## config.mk

```make
export PLATFORM = sky130hd
export DESIGN_NAME = bank_queue_mc
export DESIGN_NICKNAME = d
export VERILOG_FILES = /design/src/rtl/bank_queue_mc.sv
export SDC_FILE = /design/constraint.sdc
export NUM_CORES = 1
export LEC_CHECK = 0
export CORE_AREA = 2 2 100 102
export DETAILED_ROUTE_END_ITERATION = 8
export DIE_AREA = 0 0 102 104
export HOLD_SLACK_MARGIN = 0.08
export PLACE_DENSITY = 0.62
export SETUP_SLACK_MARGIN = 0.15
export SLEW_MARGIN = 20
export SYNTH_ARGS = -nofsm -noshare
export SYNTH_HDL_FRONTEND = slang
export SYNTH_SLANG_ARGS = --single-unit
```

## constraint.sdc

```tcl
create_clock -name clock -period 12.5 [get_ports clock]
set_input_delay 2.5 -clock clock [delete_from_list [all_inputs] [get_ports clock]]
set_output_delay 2.5 -clock clock [all_outputs]
set_load 0.05 [all_outputs]
```

## src/rtl/bank_queue_mc.sv

```systemverilog
// Multi-channel bank queue counter: per-queue occupancy, flags, wait estimate and a branch total.
// Photocell inputs are asynchronous and active-low; each low level counts as exactly one event.
module bank_queue_mc #(
    parameter int unsigned N_Q     = 2,
    parameter int unsigned CNT_W   = 4,
    parameter int unsigned T_W     = 2,
    parameter int unsigned SVC_T   = 3,
    parameter int unsigned CNT_MAX = (1 << CNT_W) - 1,
    parameter int unsigned TMAX    = (1 << T_W) - 1,
    parameter int unsigned WAIT_W  = $clog2(SVC_T * (CNT_MAX + TMAX - 1) + 1),
    parameter int unsigned TOT_W   = $clog2(N_Q * CNT_MAX + 1)
) (
    input  logic                    clock,
    input  logic                    reset,
    input  logic [N_Q-1:0]          phc_in_n,
    input  logic [N_Q-1:0]          phc_out_n,
    input  logic [N_Q*T_W-1:0]      tcount,
    output logic [N_Q*CNT_W-1:0]    pcount,
    output logic [N_Q*WAIT_W-1:0]   pwait,
    output logic [N_Q-1:0]          empty,
    output logic [N_Q-1:0]          full,
    output logic [N_Q-1:0]          closed,
    output logic [N_Q-1:0]          reject,
    output logic [N_Q-1:0]          underflow,
    output logic [TOT_W-1:0]        total
);

    localparam logic [CNT_W-1:0]  L_CNT_MAX = CNT_W'(CNT_MAX);
    localparam logic [CNT_W-1:0]  L_CNT_ONE = CNT_W'(1);
    localparam logic [WAIT_W-1:0] L_SVC     = WAIT_W'(SVC_T);
    localparam logic [WAIT_W-1:0] L_W_ONE   = WAIT_W'(1);

    logic [N_Q-1:0] r_in_s1;
    logic [N_Q-1:0] r_in_s2;
    logic [N_Q-1:0] r_in_h;
    logic [N_Q-1:0] r_out_s1;
    logic [N_Q-1:0] r_out_s2;
    logic [N_Q-1:0] r_out_h;
    logic [N_Q-1:0] w_arr;
    logic [N_Q-1:0] w_dep;

    // Idle-high reset values so releasing reset never looks like a falling edge.
    always_ff @(posedge clock or posedge reset) begin
        if (reset) begin
            r_in_s1  <= '1;
            r_in_s2  <= '1;
            r_in_h   <= '1;
            r_out_s1 <= '1;
            r_out_s2 <= '1;
            r_out_h  <= '1;
        end else begin
            r_in_s1  <= phc_in_n;
            r_in_s2  <= r_in_s1;
            r_in_h   <= r_in_s2;
            r_out_s1 <= phc_out_n;
            r_out_s2 <= r_out_s1;
            r_out_h  <= r_out_s2;
        end
    end

    assign w_arr = r_in_h & ~r_in_s2;
    assign w_dep = r_out_h & ~r_out_s2;

    for (genvar q = 0; q < N_Q; q++) begin : g_q
        logic [CNT_W-1:0]  r_cnt;
        logic [CNT_W-1:0]  w_cnt_d;
        logic              r_rej;
        logic              w_rej_d;
        logic              r_unf;
        logic              w_unf_d;
        logic              r_closed;
        logic [WAIT_W-1:0] r_wait;
        logic [WAIT_W-1:0] w_wait_d;
        logic [T_W-1:0]    w_t;
        logic [WAIT_W-1:0] w_p_ext;
        logic [WAIT_W-1:0] w_t_ext;
        logic [WAIT_W-1:0] w_num;

        assign w_t     = tcount[q*T_W +: T_W];
        assign w_p_ext = WAIT_W'(r_cnt);
        assign w_t_ext = WAIT_W'(w_t);
        // WAIT_W is sized to hold SVC_T*(CNT_MAX+TMAX-1), so the numerator never truncates.
        assign w_num   = L_SVC * (w_p_ext + w_t_ext - L_W_ONE);

        always_comb begin
            w_cnt_d = r_cnt;
            w_rej_d = 1'b0;
            w_unf_d = 1'b0;
            unique case ({w_arr[q], w_dep[q]})
                2'b10: begin
                    if (r_cnt == L_CNT_MAX) w_rej_d = 1'b1;
                    else                    w_cnt_d = r_cnt + L_CNT_ONE;
                end
                2'b01: begin
                    if (r_cnt == '0) w_unf_d = 1'b1;
                    else             w_cnt_d = r_cnt - L_CNT_ONE;
                end
                2'b11: begin
                    // Departure has nobody to serve, so the arrival alone lands.
                    if (r_cnt == '0) begin
                        w_cnt_d = L_CNT_ONE;
                        w_unf_d = 1'b1;
                    end
                end
                default: ;
            endcase
        end

        always_comb begin
            w_wait_d = '0;
            if (r_cnt == '0)     w_wait_d = '0;
            else if (w_t == '0)  w_wait_d = '1;
            else                 w_wait_d = w_num / w_t_ext;
        end

        always_ff @(posedge clock or posedge reset) begin
            if (reset) begin
                r_cnt    <= '0;
                r_rej    <= 1'b0;
                r_unf    <= 1'b0;
                r_closed <= 1'b0;
                r_wait   <= '0;
            end else begin
                r_cnt    <= w_cnt_d;
                r_rej    <= w_rej_d;
                r_unf    <= w_unf_d;
                r_closed <= (w_t == '0);
                r_wait   <= w_wait_d;
            end
        end

        assign pcount[q*CNT_W +: CNT_W]  = r_cnt;
        assign pwait[q*WAIT_W +: WAIT_W] = r_wait;
        assign empty[q]                  = (r_cnt == '0);
        assign full[q]                   = (r_cnt == L_CNT_MAX);
        assign closed[q]                 = r_closed;
        assign reject[q]                 = r_rej;
        assign underflow[q]              = r_unf;
    end

    logic [TOT_W-1:0] w_sum;
    logic [TOT_W-1:0] r_total;

    always_comb begin
        w_sum = '0;
        for (int unsigned i = 0; i < N_Q; i++) begin
            w_sum = w_sum + TOT_W'(pcount[i*CNT_W +: CNT_W]);
        end
    end

    always_ff @(posedge clock or posedge reset) begin
        if (reset) r_total <= '0;
        else       r_total <= w_sum;
    end

    assign total = r_total;

endmodule
```

# [Word-level counts from Yosys, hierarchy flattened]
# Index checks and enable logic that the tools add are counted.
[classes] mux=20 eq_ne=14 n_reduce_logical=10 n_bitwise=4 addsub=9 mul=2 div_mod_pow=2
[ops] operator="$mux 4" count=6
[ops] operator="$mux 6" count=4
[ops] operator="$pmux 4 s3" count=2
[ops] operator="$div 6x2->6" count=2
[ops] operator="$mul 2x6->6 const A" count=2
[ops] operator="$ne 2x2->1 const B" count=6
[ops] operator="$sub 5x1->6 const B" count=2
[ops] operator="$add 4x2->5" count=2
[ops] operator="$add 4x1->4 const B" count=2
[ops] operator="$eq 2x2->1 const B" count=4
[ops] operator="$eq 4x4->1 const B" count=2
[ops] operator="$logic_not 4->1" count=2
[ops] operator="$mux 1" count=8
[ops] operator="$reduce_and 4->1" count=2
[ops] operator="$sub 4x1->4 const B" count=2
[ops] operator="$reduce_bool 3->1" count=2
[ops] operator="$add 4x4->5" count=1
[ops] operator="$and 2x2->2" count=2
[ops] operator="$eq 2x1->1 const B" count=2
[ops] operator="$logic_not 2->1" count=2
[ops] operator="$not 2->2" count=2
[ops] operator="$reduce_or 2->1" count=2
[word_totals] regBits=43 elab_cells=78 inputBits=10

# [Longest topological paths before layout]
[logic_depth] word_depth=6 depth_mapped=44 mapped_depth_nobuf=44

# [Worst setup path before layout]
# Ideal clock, no wire load.
[synth_timing] kind="input to register" startpoint="input port tcount[1]" endpoint="register g_q[0].r_wait[0]" setup_slack_ns=2.398 cell_stages=40 t_arrival_ns=9.966 n_path_buf=0 cell_sequence="inv_2 > ha_1 > inv_1 > ha_1 > inv_1 > fa_1 > fa_1 > nand2b_1 > a21oi_2 > xnor2_1 > xnor2_2 > ha_1 > nor2b_1 > o21a_1 > ha_1 > a21o_2 > o21a_2 > ha_1 > [... 4 more ...] > a211o_2 > inv_1 > ha_1 > o21a_1 > nor2_1 > nand2_2 > nor2_4 > mux2i_1 > ha_1 > a21oi_1 > o211ai_1 > mux2i_1 > ha_1 > nand2_1 > a21oi_1 > a211o_1 > nor4b_1 > a31oi_1"
[synth_via] elab_chain_cells=6
[synth_rtl] element="start, declared" line="17" text="input logic [N_Q*T_W-1:0] tcount,"
[synth_rtl] element="$add 4x2->5" line="83" text="assign w_num = L_SVC * (w_p_ext + w_t_ext - L_W_ONE);"
[synth_rtl] element="$sub 5x1->6" line="83"
[synth_rtl] element="$mul 2x6->6" line="83"
[synth_rtl] element="$div 6x2->6" line="113" text="else w_wait_d = w_num / w_t_ext;"
[synth_rtl] element="$mux 6 *" line="112" text="else if (w_t == '0) w_wait_d = '1;"
[synth_rtl] element="$mux 6 *" line="111" text="if (r_cnt == '0) w_wait_d = '0;"
[synth_rtl] element="via g_q[0].w_wait_d[0]" line="73" text="logic [WAIT_W-1:0] w_wait_d;"
[synth_rtl] element="end signal, assigned" line="128" text="r_wait <= w_wait_d;"
[synth_rtl] element="end, declared" line="72" text="logic [WAIT_W-1:0] r_wait;"
# Mark *: on every way through the listed nets, which the timed path passes. The rest lies on a longest branch.
# A chain may end at the register's enable or synchronous reset.

# [Worst setup path in the final report]
[layout_timing] startpoint="input port tcount[0]" endpoint="register g_q[0].r_wait[0]"
# Same word-level chain as after synthesis.

==> flow_summary.json <==
{
  "cts_resized": 0,
  "grt_max_degree": 44,
  "clockRootBuffer": "clkbuf_8",
  "syn_avg_cell_area_um2": 9.39,
  "fin_tns_setup_ps": 0,
  "drt_iter0_markers": 70,
  "r2r-start": "g_q[0].r_cnt[1]",
  "synth_ff_type": "dfrtp_1",
  "crit_fanout": 8,
  "insertion_delay_ps": 300,
  "hp-class": "reg2reg",
  "critPathCaptureType": "register",
  "die_h_um": 104,
  "yosys.area.top_type_share": 0.209,
  "ctsLongestPathBuffers": 2,
  "cts_buffers": 5,
  "crit_slowest_cell": "clkdlybuf4s50_1",
  "ioPinCount": 45,
  "ys_seq_area_frac": 0.293,
  "finalMaxSlewViolations": 0,
  "fin_cells": 573,
  "grt_pass1_vias": 2965,
  "syn_area_um2": 3720,
  "crit_path_start_kind": "input pin",
  "wl_per_cell_um": 13.4,
  "cp_common_cell": "ha_1",
  "finalClockSkew_ps": 5.72,
  "synth_edf_count": 0,
  "postLayoutCoreUtil": 0.459,
  "antenna_found_initial": 0,
  "period_minus_slack_ps": 11550,
  "grt_first_pass_wirelength_um": 13300,
  "hold_viol_final": 0,
  "postCtsHoldBufs": 0,
  "ys_types": 67,
  "first_pass_iters": 4,
  "tightest_slew_ps": 599,
  "ff2ff_path_depth": 40,
  "num_antenna_cells": 0,
  "synth_common_cells": "56 x ha_1, 47 x inv_1, 31 x dfrtp_1, 29 x nor2_1, 26 x a21oi_1",
  "die_x_um": 102,
  "whs_endpoint": "r_out_s2[0]",
  "rows": 36,
  "layout.nets": 512,
  "routed_via_density": 5.12,
  "area_delta_synth_final_pct": 17.8,
  "reg2reg_to": "g_q[0].r_wait[0]",
  "cts.sinks": 43,
  "synthArstFlopShare": 1.00,
  "r2r_slack_ps": 3270,
  "route.vias.total": 2931,
  "drive_gt1_frac": 0.134,
  "outcome": "finished clean",
  "worst_hold_slack_ps": 360,
  "cts_tree": "done",
  "hold_depth": 0,
  "grt_setup_unrepaired": "false",
  "grt_usage": 0.152,
  "coreArea_um2": 9550,
  "worstSetupPathType": "in2reg",
  "routed_wirelength_um": 7690,
  "cts_setup_buffers": 0,
  "synth_seq_cells": 43,
  "yosys-top-cells-area": "dfrtp_1 21%, ha_1 19%, dfstp_2 8.5%",
  "initial_utilization": 0.390,
  "slew_headroom": 0.597,
  "synth_warnings": 0,
  "final_antenna_net_count": 0,
  "crit_required_ps": 12660,
  "final.fill_count": 939,
  "cap_violations": 0,
  "place.gp.congestion": 0.846,
  "numPortBuffers": 44,
  "placed_cells": 565,
  "synthCells": 396,
  "yosysTopAreaCell": "dfrtp_1",
  "syn_nets": 469,
  "die_area_um2": 10600,
  "period_share": 0.924,
  "overflow": 0,
  "finalSetupViolations": 0,
  "h-tree-depth": 2,
  "cp.arrival_ps": 11720,
  "maxClockFrequency_ghz": 0.0866,
  "min_from": "r_out_s1[0]",
  "cpPeakStageDelay_ps": 590,
  "hpwl_um": 6010,
  "drc_errors": 0,
  "path_clk_slew_ps": 90,
  "yosysMostFrequentCell": "ha_1"
}
-- placed cells by master (no fill, tap or decap), types with 3 or more instances in the layout --
cell type / n
clkbuf_8: 5
nand3_1: 6
and3_1: 4
ha_1: 56
or2_2: 5
xnor2_2: 3
xnor2_1: 12
mux2i_1: 9
nand2_1: 22
dfstp_2: 12
mux2_2: 3
xor2_1: 6
nor3_1: 5
o21ai_0: 25
inv_1: 46
o21a_1: 5
nor2b_1: 6
dfrtp_1: 31
nand2b_1: 9
clkdlybuf4s50_1: 44
nor2_1: 29
a31oi_1: 6
a21o_1: 4
fa_1: 7
a21oi_1: 26
-- flip-flops by register name, indices dropped and copies added (netlist names) --
signal / count
r_in_s1: 2
r_out_s2: 2
r_out_h: 2
total: 5
r_out_s1: 2
r_in_s2: 2
g_q.r_rej: 2
r_in_h: 2
g_q.r_unf: 2
g_q.r_cnt: 8
g_q.r_wait: 12
g_q.r_closed: 2
-- logic make-up (layout without fill, tap and decap cells) --
logic type,count (synthesis),after routing,synth area share
AND/OR/NAND/NOR,107,107,0.157
AO/OA/AOI/OAI,91,91,0.164
adder cells (fa/ha/maj),64,64,0.229
buffers and inverters,58,102,0.0673
flip-flops,43,43,0.293
XOR/XNOR,21,21,0.0555
multiplexers,12,12,0.0333
-- layer usage --
metal	track usage	vias up	routed length, um
li1	-	1451	-
met1	0.204	1406	3640
met2	0.255	66	3680
met3	0.0282	8	293
met4	0.0314	0	80
met5	0	-	0
-- stage by stage --
step                area (um2)  setup WS (ps)
global route              4380            396
finish                    4380            948
detailed placement        4270            739
floorplan                 3720           2400
CTS                       4380           1040
global placement          4270            889
-- critical path: cells and delay by family --
kind	cells	cell delay [ps]
compound gates	13	2330
xor+xnor	2	510
fa+ha+maj	10	3090
buf+inv	5	990
mux	2	430
simple gates	9	1900
-- final cells by class --
type	instances	area [um2]	area share
clock inverter	3	46.3	0.0106
clock buffer	5	68.8	0.0157
inverter	49	184	0.0420
multi-input combinational	295	2380	0.543
timing repair buffer	45	448	0.102
tap	133	166	0.0380
sequential	43	1090	0.249
-- worst max path at each step --
stage	slack (ps)	end	startpoint
after floorplan	2400	g_q[0].r_wait[0]	tcount[1]
after global placement	890	g_q[0].r_wait[0]	tcount[0]
after detailed placement	740	g_q[0].r_wait[0]	tcount[0]
after CTS	1040	g_q[0].r_wait[0]	tcount[0]
after global routing	400	g_q[0].r_wait[0]	tcount[0]
final	950	g_q[0].r_wait[0]	tcount[0]
Power is left out: the tool's default activity adds up to more than one toggle a clock period on the data nets, which glitch-free logic cannot reach.
